## src/rtl/enc_pkg.sv

```systemverilog
// enc_pkg: op codes, RV32I field constants and the op-to-word encoder for inst_pair_encoder.
package enc_pkg;

    typedef enum logic [3:0] {
        OP_NOP  = 4'd0,
        OP_ADD  = 4'd1,
        OP_SUB  = 4'd2,
        OP_OR   = 4'd3,
        OP_AND  = 4'd4,
        OP_ADDI = 4'd5,
        OP_ORI  = 4'd6,
        OP_ANDI = 4'd7,
        OP_LW   = 4'd8,
        OP_SW   = 4'd9
    } op_e;

    typedef enum logic {EMPTY, HALF} pair_state_e;

    localparam logic [6:0]  OPC_OP    = 7'b0110011;
    localparam logic [6:0]  OPC_IMM   = 7'b0010011;
    localparam logic [6:0]  OPC_LOAD  = 7'b0000011;
    localparam logic [6:0]  OPC_STORE = 7'b0100011;
    localparam logic [2:0]  F3_ADD    = 3'b000;
    localparam logic [2:0]  F3_OR     = 3'b110;
    localparam logic [2:0]  F3_AND    = 3'b111;
    localparam logic [2:0]  F3_W      = 3'b010;
    localparam logic [6:0]  F7_BASE   = 7'b0000000;
    localparam logic [6:0]  F7_SUB    = 7'b0100000;
    localparam logic [31:0] NOP_WORD  = 32'h0000_0000;
    localparam logic [3:0]  OP_LAST   = 4'd9;

    // Unused fields never reach the word; reserved codes fall through to NOP.
    function automatic logic [31:0] encode(input op_e op, input logic [4:0] rd, input logic [4:0] rs1,
                                           input logic [4:0] rs2, input logic [11:0] imm);
        logic [31:0] w;
        w = NOP_WORD;
        case (op)
            OP_ADD:  w = {F7_BASE, rs2, rs1, F3_ADD, rd, OPC_OP};
            OP_SUB:  w = {F7_SUB, rs2, rs1, F3_ADD, rd, OPC_OP};
            OP_OR:   w = {F7_BASE, rs2, rs1, F3_OR, rd, OPC_OP};
            OP_AND:  w = {F7_BASE, rs2, rs1, F3_AND, rd, OPC_OP};
            OP_ADDI: w = {imm, rs1, F3_ADD, rd, OPC_IMM};
            OP_ORI:  w = {imm, rs1, F3_OR, rd, OPC_IMM};
            OP_ANDI: w = {imm, rs1, F3_AND, rd, OPC_IMM};
            OP_LW:   w = {imm, rs1, F3_W, rd, OPC_LOAD};
            OP_SW:   w = {imm[11:5], rs2, rs1, F3_W, imm[4:0], OPC_STORE};
            default: w = NOP_WORD;
        endcase
        return w;
    endfunction

endpackage

```

## src/rtl/pair_fifo.sv

```systemverilog
// pair_fifo: synchronous FIFO of 64-bit instruction pairs; head reads as zero while empty.
module pair_fifo #(
    parameter int FIFO_DEPTH = 4
) (
    input  logic                        clk,
    input  logic                        reset_n,
    input  logic                        push,
    input  logic [63:0]                 push_data,
    input  logic                        pop,
    output logic [63:0]                 pop_data,
    output logic                        full,
    output logic                        empty,
    output logic [$clog2(FIFO_DEPTH):0] count
);
    localparam int AW = $clog2(FIFO_DEPTH);
    localparam int CW = AW + 1;

    logic [63:0]   mem [FIFO_DEPTH];
    logic [AW-1:0] wr_ptr, rd_ptr;
    logic          do_push, do_pop;

    assign full     = count == CW'(FIFO_DEPTH);
    assign empty    = count == '0;
    assign do_push  = push && !full;
    assign do_pop   = pop && !empty;
    assign pop_data = empty ? 64'h0 : mem[rd_ptr];

    always_ff @(posedge clk or negedge reset_n) begin
        if (!reset_n) begin
            wr_ptr <= '0;
            rd_ptr <= '0;
            count  <= '0;
        end else begin
            if (do_push) wr_ptr <= wr_ptr + 1'b1;
            if (do_pop) rd_ptr <= rd_ptr + 1'b1;
            count <= count + CW'(do_push) - CW'(do_pop);
        end
    end

    always_ff @(posedge clk) begin
        if (do_push) mem[wr_ptr] <= push_data;
    end

endmodule

```

## src/rtl/inst_pair_encoder.sv

```systemverilog
// inst_pair_encoder: RV32I op encoder, pairing FSM and pair FIFO for the dual-issue front end.
// ENC_ILLEGAL_CHK_EN: drop reserved ops and pulse err instead of encoding them as NOP.
module inst_pair_encoder
    import enc_pkg::*;
#(
    parameter int FIFO_DEPTH = 4
) (
    input  logic                        clk,
    input  logic                        reset_n,
    input  logic                        in_valid,
    output logic                        in_ready,
    input  logic [3:0]                  in_op,
    input  logic [4:0]                  in_rd,
    input  logic [4:0]                  in_rs1,
    input  logic [4:0]                  in_rs2,
    input  logic [11:0]                 in_imm,
    input  logic                        flush,
    output logic                        out_valid,
    input  logic                        out_ready,
    output logic [31:0]                 out_inst1,
    output logic [31:0]                 out_inst2,
    output logic [$clog2(FIFO_DEPTH):0] count,
    output logic                        pending,
    output logic                        err
);
    pair_state_e state;
    logic [31:0] hold, word;
    logic        full, empty, drop, accept, push, pop;

    assign word = encode(op_e'(in_op), in_rd, in_rs1, in_rs2, in_imm);

`ifdef ENC_ILLEGAL_CHK_EN
    assign drop = in_op > OP_LAST;
    always_ff @(posedge clk or negedge reset_n) begin
        if (!reset_n) err <= 1'b0;
        else err <= in_valid && in_ready && drop;
    end
`else
    assign drop = 1'b0;
    assign err  = 1'b0;
`endif

    assign pending   = state == HALF;
    assign in_ready  = !flush && (!pending || !full);
    assign accept    = in_valid && in_ready && !drop;
    // A flush only ever pushes when no op is accepted, so the pad slot is selected by !accept.
    assign push      = pending && (accept || (flush && !full));
    assign out_valid = !empty;
    assign pop       = out_valid && out_ready;

    always_ff @(posedge clk or negedge reset_n) begin
        if (!reset_n) begin
            state <= EMPTY;
            hold  <= NOP_WORD;
        end else if (state == EMPTY && accept) begin
            state <= HALF;
            hold  <= word;
        end else if (push) begin
            state <= EMPTY;
        end
    end

    pair_fifo #(.FIFO_DEPTH(FIFO_DEPTH)) u_fifo (
        .clk       (clk),
        .reset_n   (reset_n),
        .push      (push),
        .push_data ({hold, accept ? word : NOP_WORD}),
        .pop       (pop),
        .pop_data  ({out_inst1, out_inst2}),
        .full      (full),
        .empty     (empty),
        .count     (count)
    );

endmodule

```

## config.mk

```make
export PLATFORM = sky130hd
export DESIGN_NAME = inst_pair_encoder
export DESIGN_NICKNAME = d
export VERILOG_FILES = /design/src/rtl/enc_pkg.sv /design/src/rtl/pair_fifo.sv /design/src/rtl/inst_pair_encoder.sv
export SDC_FILE = /design/constraint.sdc
export NUM_CORES = 1
export LEC_CHECK = 0
export ABC_AREA = 1
export CAP_MARGIN = 20
export CORE_ASPECT_RATIO = 0.9
export CORE_MARGIN = 3
export CORE_UTILIZATION = 40
export CTS_BUF_LIST = sky130_fd_sc_hd__clkbuf_8
export DETAILED_ROUTE_END_ITERATION = 16
export MAX_ROUTING_LAYER = met4
export SYNTH_ARGS = -nofsm -noshare
export SYNTH_HDL_FRONTEND = slang
export SYNTH_HIERARCHICAL = 1
export SYNTH_SLANG_ARGS = --single-unit
```

## constraint.sdc

```tcl
create_clock -name clk -period 4.46 [get_ports clk]
set_input_delay 0.892 -clock clk [delete_from_list [all_inputs] [get_ports clk]]
set_output_delay 0.892 -clock clk [all_outputs]
set_load 0.02 [all_outputs]
```

==> run_results.csv <==
group,metric,value,unit
logic_synthesis,ys_seq_area_frac,0.666,
sta,maxSlewViolCount,0,
power,leakagePower,6.87,nW
logic_synthesis,synth_area,12900,sq um
grt,antenna_found_initial,0,
floorplan,start_util,0.411,
cts,clkSinkCount,292,
logic_synthesis,synth-seq-cells,292,
cts,cts.repair.resized,0,
finish,num_antenna_cells,0,
logic_synthesis,netlist_instances,1292,
job,max_cap_viol_count,0,
logic_synthesis,yosysWarnings,6,
drt,wl_met1,13800,um
power,p_int,0.00644,W
critical_path,critPathKind,"register to primary output",
place,io_buffers,105,
logic_synthesis,ys_types,26,
finish,register_area,8590,sq um
drt,via_per_inst,4.69,
cts,cts_inserted_buffers,48,
critical_path,crit_path_end_kind,"primary output",
finish,multi_input_area,2970,sq um
finish,syn_to_final_growth,18.7,%
drt,antenna_left,0,
sta,worst_slew_pin_slew,0.937,ns
place,dpl.hpwl,18000,um
drt,drt-pass1-iter-count,5,
drt,finalWirelength,30900,um
finish,drive_above_1_share,0.0635,
sta,period_minus_slack,3.78,ns
power,power_density,690,nW/um^2
floorplan,rows,61,
power,netSwitchingFraction,0.391,
cts,post_cts_buffers,0,
power,ir_drop,0.000462,V
cts,clk_pin_slew,0.05,ns
sta,slew_headroom,0.376,
logic_synthesis,yosysTopAreaCell,"edfxtp_1",
sta,setup_slack,0.679,ns
logic_synthesis,yosys-top-cells-area,"edfxtp_1 (60%), nand2_1 (11%), inv_1 (8.4%)",
floorplan,die_area,34500,sq um
sta,fmax,264,MHz
logic_synthesis,synth_edf_count,256,
sta,post-route-period-util,0.848,
cts,h-tree-depth,2,
power,p_switching,0.00413,W
finish,nNetsFinal,1470,
grt,grt_pass1_wl,47900,um
critical_path,worst-path-max-fanout,75,
floorplan,fp.dieH,176,um
finish,fillers,2878,
sta,hold_viol,0,
power,pwr-share-seq,0.378,
worst_hold_path,hp-class,"primary input to async pin",
critical_path,crit_arrival,2.89,ns
drt,first_iter_violations,649,
drt,dr_wl_met3,1860,um
sta,rsz0062_at_grt,"no",
outcome,status,"complete, no violations",
place,dp_slack,0.939,ns
cts,cts_tree,"done",
logic_synthesis,synth_common_cells,"nand2_1 (375), inv_1 (290), edfxtp_1 (256)",
floorplan,core_area,31400,sq um
drt,drc,0,
grt,grt-ovfl-total,0,
sta,fin_setup_tns,0,ns
cts,clk_latency,0.57,ns
critical_path,critPathLaunchType,"register",
logic_synthesis,syn_avg_cell_area,9.99,sq um
power,clkPwrFrac,0.201,
cts,holdBufCountCts,0,
critical_path,cp.required,3.57,ns
power,combPwrFrac,0.421,
place,gp_congestion,0.821,
finish,final_util,0.488,
drt,wl_met2,14600,um
grt,grt_usage,0.184,
grt,grt_pass1_vias,8624,
cts,clk_path_buf_depth,3,
grt,grt_max_degree,131,
drt,top_layer,"met4",
drt,wl_per_cell,16.5,um
logic_synthesis,yosys.cell_count.top_type,"nand2_1",
logic_synthesis,ys_async_sr_fraction,0.123,
logic_synthesis,netlist.area_leader.share,0.596,
floorplan,die_w,195,um
sta,setup_violations,0,
cts,clock-root-buffer,"clkbuf_8",
floorplan,io_pins,107,
sta,clock_skew,0.0130,ns
logic_synthesis,ys.flop_type,"edfxtp_1",
drt,vias,8780,
flip-flops by register name, indices dropped and copies added, names as in the netlist:
register,cells
u_fifo/count,3
pending,1
hold,28
u_fifo/wr_ptr,2
u_fifo/mem,256
u_fifo/rd_ptr,2
cell families after synthesis:
| logic type | share of synthesized area |
|---|---|
| flip-flops | 0.666 |
| AO/OA/AOI/OAI | 0.0369 |
| AND/OR/NAND/NOR | 0.175 |
| buffers and inverters | 0.113 |
| other | 0.000291 |
| XOR/XNOR | 0.00136 |
| adder cells (fa/ha/maj) | 0.00737 |
path summary, 6_finish.rpt:
kind                                               from                      endpoint  slack (ns)  cells past startpoint
min in group clk                   hold[15]$_DFFE_PN0P_   u_fifo/mem[2][47]$_DFFE_PP_        0.52                      0
max in group asynchronous                       reset_n  u_fifo/rd_ptr[0]$_DFFE_PN0P_        3.35                      1
setup reg to reg              u_fifo/count[1]$_DFF_PN0_     u_fifo/count[2]$_DFF_PN0_        1.60                     11
setup / recovery           u_fifo/rd_ptr[0]$_DFFE_PN0P_                  out_inst2[9]        0.68                      6
hold / removal                                  reset_n  u_fifo/wr_ptr[1]$_DFFE_PN0P_        0.45                      1
hold reg to reg                    hold[15]$_DFFE_PN0P_   u_fifo/mem[2][47]$_DFFE_PP_        0.52                      0
layout make-up:
| cell class | count | area share |
|---|---|---|
| repair buffers | 118 | 0.0820 |
| well taps | 409 | 0.0334 |
| flip-flops and latches | 292 | 0.561 |
| inverters | 293 | 0.0720 |
| clock inverters | 34 | 0.00964 |
| multi-input cells | 674 | 0.194 |
| clock buffers | 53 | 0.0476 |
cells in the final DEF, fill, tap and decap left out:
| cell type | Yosys | routed |
|---|---|---|
| inv_8 | 0 | 1 |
| dfrtp_4 | 0 | 1 |
| clkdlybuf4s50_1 | 0 | 104 |
| clkinv_1 | 0 | 9 |
| inv_1 | 290 | 308 |
| fa_1 | 1 | 1 |
| clkbuf_8 | 0 | 53 |
| nor2_1 | 25 | 21 |
| edfxtp_1 | 256 | 256 |
| buf_2 | 27 | 1 |
| inv_2 | 3 | 3 |
| conb_1 | 1 | 25 |
| o21ai_1 | 4 | 4 |
| nand3_4 | 1 | 1 |
| ha_1 | 6 | 6 |
| clkinv_2 | 0 | 3 |
| nor2_4 | 0 | 4 |
| o21ai_2 | 3 | 3 |
| clkinvlp_4 | 0 | 1 |
| nor3_1 | 2 | 2 |
| nand3_2 | 1 | 1 |
| inv_6 | 0 | 1 |
| buf_12 | 0 | 9 |
| xor2_1 | 1 | 1 |
| nand2_1 | 375 | 375 |
| dfrtp_2 | 0 | 1 |
| nand3_1 | 138 | 138 |
| nor2_2 | 2 | 2 |
| buf_4 | 6 | 4 |
| dfrtp_1 | 36 | 34 |
| inv_4 | 0 | 1 |
| xnor2_1 | 1 | 1 |
| nand2_2 | 3 | 3 |
| a21oi_1 | 76 | 76 |
| o21ai_0 | 10 | 10 |
metal layers:
layer	GRT usage	vias up
met4	0.0549	0
li1	-	4325
met1	0.246	4141
met2	0.293	268
met3	0.0292	46
met5	-	-
power by group through the flow:
stage               sequential [W]  clock (W)  combinational, W
finish                     0.00399    0.00213           0.00445
global route               0.00405    0.00230           0.00486
CTS                        0.00399    0.00218           0.00454
detailed placement         0.00405          0           0.00451
global placement           0.00402          0           0.00448
floorplan                  0.00398          0           0.00267
worst max-delay path, cell delays in order (launching register included):
cell and delay (ns):
dfrtp_4 0.50, inv_4 0.59, buf_12 0.35, nand2_1 0.09
nand3_1 0.08, a21oi_1 0.11, clkdlybuf4s50_1 0.57
through the flow:
stage                     hold slack [ns]  power (W)  cell area, sq um  instances
final                               0.453     0.0106             15300       1873
after global routing                0.498     0.0112             15300       1873
after CTS                           0.446     0.0107             15300       1873
after detailed placement            0.506    0.00855             14400       1786
after global placement              0.498    0.00850             14400       1786
after floorplan                     0.476    0.00666             13000       1316
Note: power is estimated with default switching activity, not from simulation.
